--- src/rtl/regfile_pkg.sv ---
// rtl/regfile_pkg.sv - shared register-file address types and constants
package regfile_pkg;

  localparam int unsigned NREG_DFLT = 32;
  localparam int unsigned CREG_AW   = $clog2(NREG_DFLT);

  typedef logic [CREG_AW-1:0] creg_addr_t;

  localparam creg_addr_t RF_ZERO = '0;

endpackage

--- src/rtl/regfile_mp_if.sv ---
// rtl/regfile_mp_if.sv - read/write/issue bundle between decode and the register file
interface regfile_mp_if #(
  parameter int NREAD      = 4,
  parameter int NWRITE     = 2,
  parameter int DATA_WIDTH = 32,
  parameter int NREG       = 32
);
  localparam int AW = $clog2(NREG);

  logic [NREAD-1:0][AW-1:0]          ra;
  logic [NREAD-1:0][DATA_WIDTH-1:0]  rd;
  logic [NREAD-1:0]                  rbusy;
  logic [NWRITE-1:0]                 we;
  logic [NWRITE-1:0][AW-1:0]         wa;
  logic [NWRITE-1:0][DATA_WIDTH-1:0] wd;
  logic [NWRITE-1:0]                 iss_en;
  logic [NWRITE-1:0][AW-1:0]         iss_addr;
  logic                              flush;

  modport master (
    output ra, we, wa, wd, iss_en, iss_addr, flush,
    input  rd, rbusy
  );

  modport slave (
    input  ra, we, wa, wd, iss_en, iss_addr, flush,
    output rd, rbusy
  );

endinterface

--- src/rtl/regfile_scoreboard.sv ---
// rtl/regfile_scoreboard.sv - per-register busy bits; flush beats issue, issue beats write-back
module regfile_scoreboard
  import regfile_pkg::*;
#(
  parameter int NWRITE = 2,
  parameter int NREG   = 32,
  parameter int AW     = $clog2(NREG)
) (
  input  logic                      clk,
  input  logic                      resetn,
  input  logic [NWRITE-1:0]         we,
  input  logic [NWRITE-1:0][AW-1:0] wa,
  input  logic [NWRITE-1:0]         iss_en,
  input  logic [NWRITE-1:0][AW-1:0] iss_addr,
  input  logic                      flush,
  output logic [NREG-1:0]           busy
);

  logic [NREG-1:0] busy_q;
  logic [NREG-1:0] busy_d;

  always_comb begin
    busy_d = busy_q;
    for (int r = 1; r < NREG; r++) begin
      for (int j = 0; j < NWRITE; j++) begin
        if (we[j] && wa[j] == AW'(r)) begin
          busy_d[r] = 1'b0;
        end
      end
      // Applied after the clears so a newer producer outranks the retiring one.
      for (int k = 0; k < NWRITE; k++) begin
        if (iss_en[k] && iss_addr[k] == AW'(r)) begin
          busy_d[r] = 1'b1;
        end
      end
    end
    busy_d[int'(RF_ZERO)] = 1'b0;
    if (flush) begin
      busy_d = '0;
    end
  end

  always_ff @(posedge clk or negedge resetn) begin
    if (!resetn) begin
      busy_q <= '0;
    end else begin
      busy_q <= busy_d;
    end
  end

  assign busy = busy_q;

endmodule

--- src/rtl/regfile_mp.sv ---
// rtl/regfile_mp.sv - multi-port register file with prioritised writes, optional bypass
// and an integrated busy scoreboard for decode stalls.
module regfile_mp
  import regfile_pkg::*;
#(
  parameter int NREAD      = 4,
  parameter int NWRITE     = 2,
  parameter int DATA_WIDTH = 32,
  parameter int NREG       = 32,
  parameter int BYPASS     = 1
) (
  input  logic         clk,
  input  logic         resetn,
  regfile_mp_if.slave  rf
);

  localparam int AW = $clog2(NREG);

  logic [NREG-1:0]       busy;
  logic [DATA_WIDTH-1:0] mem_view [NREG];
  logic [NREAD-1:0][DATA_WIDTH-1:0] rd_c;
  logic [NREAD-1:0]                 rbusy_c;

  regfile_scoreboard #(
    .NWRITE (NWRITE),
    .NREG   (NREG),
    .AW     (AW)
  ) u_scoreboard (
    .clk      (clk),
    .resetn   (resetn),
    .we       (rf.we),
    .wa       (rf.wa),
    .iss_en   (rf.iss_en),
    .iss_addr (rf.iss_addr),
    .flush    (rf.flush),
    .busy     (busy)
  );

  assign mem_view[0] = '0;

  for (genvar r = 1; r < NREG; r++) begin : g_reg
    logic [DATA_WIDTH-1:0] val_q;
    logic [DATA_WIDTH-1:0] val_d;

    always_comb begin
      val_d = val_q;
      for (int j = 0; j < NWRITE; j++) begin
        if (rf.we[j] && rf.wa[j] == AW'(r)) begin
          val_d = rf.wd[j];
        end
      end
    end

    always_ff @(posedge clk or negedge resetn) begin
      if (!resetn) begin
        val_q <= '0;
      end else begin
        val_q <= val_d;
      end
    end

    assign mem_view[r] = val_q;
  end

  always_comb begin
    rd_c    = '0;
    rbusy_c = '0;
    for (int i = 0; i < NREAD; i++) begin
      rd_c[i]    = mem_view[rf.ra[i]];
      rbusy_c[i] = busy[rf.ra[i]];
      if (BYPASS != 0) begin
        // Later ports overwrite earlier matches, matching the write priority.
        for (int j = 0; j < NWRITE; j++) begin
          if (rf.we[j] && rf.wa[j] == rf.ra[i]) begin
            rd_c[i]    = rf.wd[j];
            rbusy_c[i] = 1'b0;
          end
        end
      end
      if (!resetn || rf.ra[i] == AW'(RF_ZERO)) begin
        rd_c[i]    = '0;
        rbusy_c[i] = 1'b0;
      end
    end
  end

  assign rf.rd    = rd_c;
  assign rf.rbusy = rbusy_c;

endmodule

--- src/flat_wrapper.sv ---
// flat-port wrapper written by rule: the top's interface ports become plain ports
module regfile_mp_flat import regfile_pkg::*;
#(
  parameter int NREAD      = 4,
  parameter int NWRITE     = 2,
  parameter int DATA_WIDTH = 32,
  parameter int NREG       = 32,
  parameter int BYPASS     = 1
)
  (clk, resetn, rf_ra, rf_we, rf_wa, rf_wd, rf_iss_en, rf_iss_addr, rf_flush, rf_rd, rf_rbusy);
  regfile_mp_if #(.NREAD(NREAD), .NWRITE(NWRITE), .DATA_WIDTH(DATA_WIDTH), .NREG(NREG)) rf_i ();
  input  logic clk;
  input  logic resetn;
  input wire logic [$bits(rf_i.ra)-1:0] rf_ra;
  input wire logic [$bits(rf_i.we)-1:0] rf_we;
  input wire logic [$bits(rf_i.wa)-1:0] rf_wa;
  input wire logic [$bits(rf_i.wd)-1:0] rf_wd;
  input wire logic [$bits(rf_i.iss_en)-1:0] rf_iss_en;
  input wire logic [$bits(rf_i.iss_addr)-1:0] rf_iss_addr;
  input wire logic [$bits(rf_i.flush)-1:0] rf_flush;
  output wire logic [$bits(rf_i.rd)-1:0] rf_rd;
  output wire logic [$bits(rf_i.rbusy)-1:0] rf_rbusy;
  assign rf_i.ra = rf_ra;
  assign rf_i.we = rf_we;
  assign rf_i.wa = rf_wa;
  assign rf_i.wd = rf_wd;
  assign rf_i.iss_en = rf_iss_en;
  assign rf_i.iss_addr = rf_iss_addr;
  assign rf_i.flush = rf_flush;
  assign rf_rd = rf_i.rd;
  assign rf_rbusy = rf_i.rbusy;
  regfile_mp #(.NREAD(NREAD), .NWRITE(NWRITE), .DATA_WIDTH(DATA_WIDTH), .NREG(NREG), .BYPASS(BYPASS)) u_core (.clk(clk), .resetn(resetn), .rf(rf_i));
endmodule
--- config.mk ---
export PLATFORM = sky130hd
export DESIGN_NAME = regfile_mp_flat
export DESIGN_NICKNAME = d
export VERILOG_FILES = /design/src/rtl/regfile_pkg.sv /design/src/rtl/regfile_mp_if.sv /design/src/rtl/regfile_scoreboard.sv /design/src/rtl/regfile_mp.sv /design/src/flat_wrapper.sv
export SDC_FILE = /design/constraint.sdc
export NUM_CORES = 2
export LEC_CHECK = 0
export CAP_MARGIN = 0
export CORE_MARGIN = 5
export CORE_UTILIZATION = 25
export CTS_BUF_LIST = sky130_fd_sc_hd__clkbuf_8
export CTS_CLUSTER_SIZE = 16
export DETAILED_ROUTE_END_ITERATION = 6
export DONT_BUFFER_PORTS = 1
export SLEW_MARGIN = 20
export SYNTH_ARGS = -nofsm -noshare
export SYNTH_HDL_FRONTEND = slang
export SYNTH_HIERARCHICAL = 1
export SYNTH_SLANG_ARGS = --single-unit
--- constraint.sdc ---
create_clock -name clk -period 5.29 [get_ports clk]
set_input_delay 1.058 -clock clk [delete_from_list [all_inputs] [get_ports clk]]
set_output_delay 1.058 -clock clk [all_outputs]
set_load 0.05 [all_outputs]
==> flow_summary.yaml <==
sta:
  drv_slew: 261
  fin_crit_ns: 6.11
  rsz0062_at_grt: "no"
  fmax_mhz: 164
  worst_slew_pin_slew_ns: 2.41
  final.setup.worst_slack_ns: -0.816
  timing.hold.ws_ns: -0.0219
  period_share: 1.15
  clock_skew_ns: 0
  finalHoldViolations: 16
  finalSetupTns_ns: -1.47
  maxSlewHeadroom: -0.603
  setup-violations-final: 9
power:
  swShare: 0.371
  power_switching_uw: 11700
  seq_power_share: 0.403
  powerDensity_nw_per_um2: 330
  p_clk_frac: 0.257
  leakagePower_uw: 0.0397
  p_int_uw: 19800
  ir_drop_v: 0.000305
  p_comb_frac: 0.340
clock_tree:
  clk_pin_slew_ns: 0.05
  cts_resized: 0
  cts.path.max_buffers: 3
  htree_num_levels: 4
  cts_root_buf: "clkbuf_8"
  cts_buffers: 185
  clk_latency_ns: 1.01
  clock_sinks: 1023
  cts_tree: "built"
floorplanning:
  die_area_um2: 350000
  core_um2: 337000
  rows: 213
  initial_core_util: 0.251
  ios: 243
  die_x_um: 592
  die_h_um: 592
route:
  ant_nets: 0
  drcViolationCount: 5
  wire_per_inst_um: 32.4
  vias_per_cell: 6.09
  vias: 79000
  drtIter0Drc: 12700
  wirelength_um: 420000
  first_pass_iters: 7
synthesis:
  mappedNetlistArea_um2: 84700
  synthArstFlopShare: 1.00
  synth.yosys.seq_area_share: 0.302
  synth_cell_types: 68
  synth_seq_cells: 1023
  synth_nets: 8877
  ys.flop_type: "dfrtp_1"
  synthCells: 8766
  yosys_warnings: 6
  avgSynthCellArea_um2: 9.66
  synth-edff-count: 0
global_routing:
  grt_pass1_vias: 72900
  grt_usage: 0.228
  grt_pass1_wl_um: 578000
  antenna_found_initial: 15
  grt_max_degree: 395
  grt_overflow: 0
final_layout:
  design_area_um2: 95500
  fin_nets: 8417
  final_common_cell: "mux2i_1"
  layout-drive-gt1-share: 0.190
  areaGrowthSynthToFinish_pct: 12.7
  fill_cells: 35300
  mostFrequentLayoutCells: "mux2i_1 (1,829), dfrtp_1 (1,023), nor2_1 (906), a21oi_1 (806), mux4_2 (486)"
setup_path:
  crit_chain: "mux2_2 -> o22ai_1 -> a211oi_1 -> a2111oi_2 -> o21ai_1 -> buf_12"
  crit_buf_inv: 1
  critPathKind: "input port to primary output"
  critPathLaunchType: "input port"
  cp-startpoint: "rf_ra[17]"
  critPathRequiredTime_ns: 4.23
  critical_path.top_delay_family: "compound AO/OA/AOI/OAI gates"
  critPathMaxFanout: 394
  endpoint_kind: "primary output"
  worstPathArrival_ns: 5.05
  r2r_start: "u_core/g_reg[5].val_q[5]"
  max_stage_delay_ns: 1.13
  crit_slowest_cell: "a2111oi_2"
outcome:
  violations: "design-rule violations, negative hold slack, max-slew violations, negative setup slack"
  outcome: "complete, but fails checks"
placed_design:
  portBuffers: 0
  globalplace.congestion: 0.911
  placed_cell_area_um2: 91400
  dp_hpwl_um: 249000
min_path:
  hold_path.class: "input port to async pin"
job:
  cap_violations: 0
[cell type report]
class / count / area (um^2) / area share
repair buffers: 450 / 5250 / 0.0550
clock buffers: 235 / 3230 / 0.0339
well taps: 4515 / 5650 / 0.0592
clock inverters: 98 / 548 / 0.00574
inverters: 3 / 11.3 / 0.000118
diodes: 13 / 32.5 / 0.000341
flip-flops and latches: 1023 / 25600 / 0.268
multi-input cells: 6643 / 55100 / 0.578
[cells in the mapped netlist, types with 30 or more instances]
cell type | n | area (um^2)
buf_1 | 124 | 465
o22ai_1 | 316 | 1980
nor2_1 | 919 | 3450
a211o_1 | 60 | 526
mux2_2 | 195 | 2200
clkbuf_1 | 588 | 2210
o32ai_1 | 30 | 263
a221oi_1 | 94 | 823
nand3_1 | 117 | 586
o21ai_0 | 322 | 1610
a211oi_1 | 74 | 556
buf_4 | 71 | 533
a22o_1 | 32 | 280
o221ai_1 | 67 | 587
nor3_1 | 164 | 821
a22oi_1 | 218 | 1640
o22a_1 | 32 | 280
o2bb2ai_1 | 64 | 561
o21ai_1 | 60 | 300
mux2i_1 | 1829 | 18300
mux4_2 | 486 | 10900
and3_1 | 40 | 250
buf_2 | 272 | 1360
nor2b_1 | 116 | 726
dfrtp_1 | 1023 | 25600
a21oi_1 | 808 | 4040
nand2_1 | 371 | 1390
[worst paths after layout]
check | to | slack (ns) | cells after the start
hold reg to reg | u_core/u_scoreboard/busy[15] | 0.59 | 2
setup / recovery | rf_rd[117] | -0.82 | 6
max in group asynchronous | u_core/g_reg[18].val_q[25] | 2.37 | 5
setup reg to reg | u_core/g_reg[5].val_q[5] | 4.37 | 2
min in group clk | u_core/u_scoreboard/busy[1] | 0.14 | 1
hold / removal | u_core/g_reg[7].val_q[3] | -0.02 | 1
[stage by stage]
step / total power [uW] / setup WS (ns) / std cells / utilization
global route: 32800 / 0.00874 / 13000 / 0.283
floorplan: 19900 / 0.829 / 8766 / -
global placement: 22800 / 0.312 / 12600 / 0.271
finish: 31500 / -0.816 / 13000 / 0.283
CTS: 31100 / 0.306 / 13000 / 0.283
detailed placement: 23000 / 0.240 / 12600 / 0.271
[metal layers]
layer,share of wire,global-route usage,up-vias
li1,-,-,32100
met1,0.37,0.290,38900
met2,0.41,0.323,6469
met3,0.15,0.0920,1537
met4,0.074,0.134,4
met5,0.000071,0,-
[flip-flops by register name, summed over array words and instances, names as in the netlist]
signal                    flops
u_core/u_scoreboard/busy     31
u_core/g.val_q              992
[cell families (layout without fill, tap and decap cells)]
group                  after synthesis  after routing  share of synthesized area
buffers and inverters             1100            786                     0.0584
multiplexers                      2510           2510                      0.371
flip-flops                        1023           1023                      0.302
AND/OR/NAND/NOR                   1877           1877                     0.0995
other                                1             14                  0.0000443
AO/OA/AOI/OAI                     2215           2215                      0.164
XOR/XNOR                            40             40                    0.00414
[repair_timing]
| action | 4_1_cts | 5_1_grt |
|---|---|---|
| endpoints found under the hold margin | 103 | 7 |
| hold buffers | 1 | 1 |
| setup endpoints to repair | 0 | 7 |
| setup buffers | 0 | 0 |
[power groups by stage]
stage               sequential, uW  combinational [uW]  clock [uW]
floorplan                    11800                8120           0
global placement             12500               10300           0
detailed placement           12600               10400           0
CTS                          12500               10500        8110
global route                 13000               11400        8460
finish                       12700               10700        8100
Power figures use the tool's default switching activity.
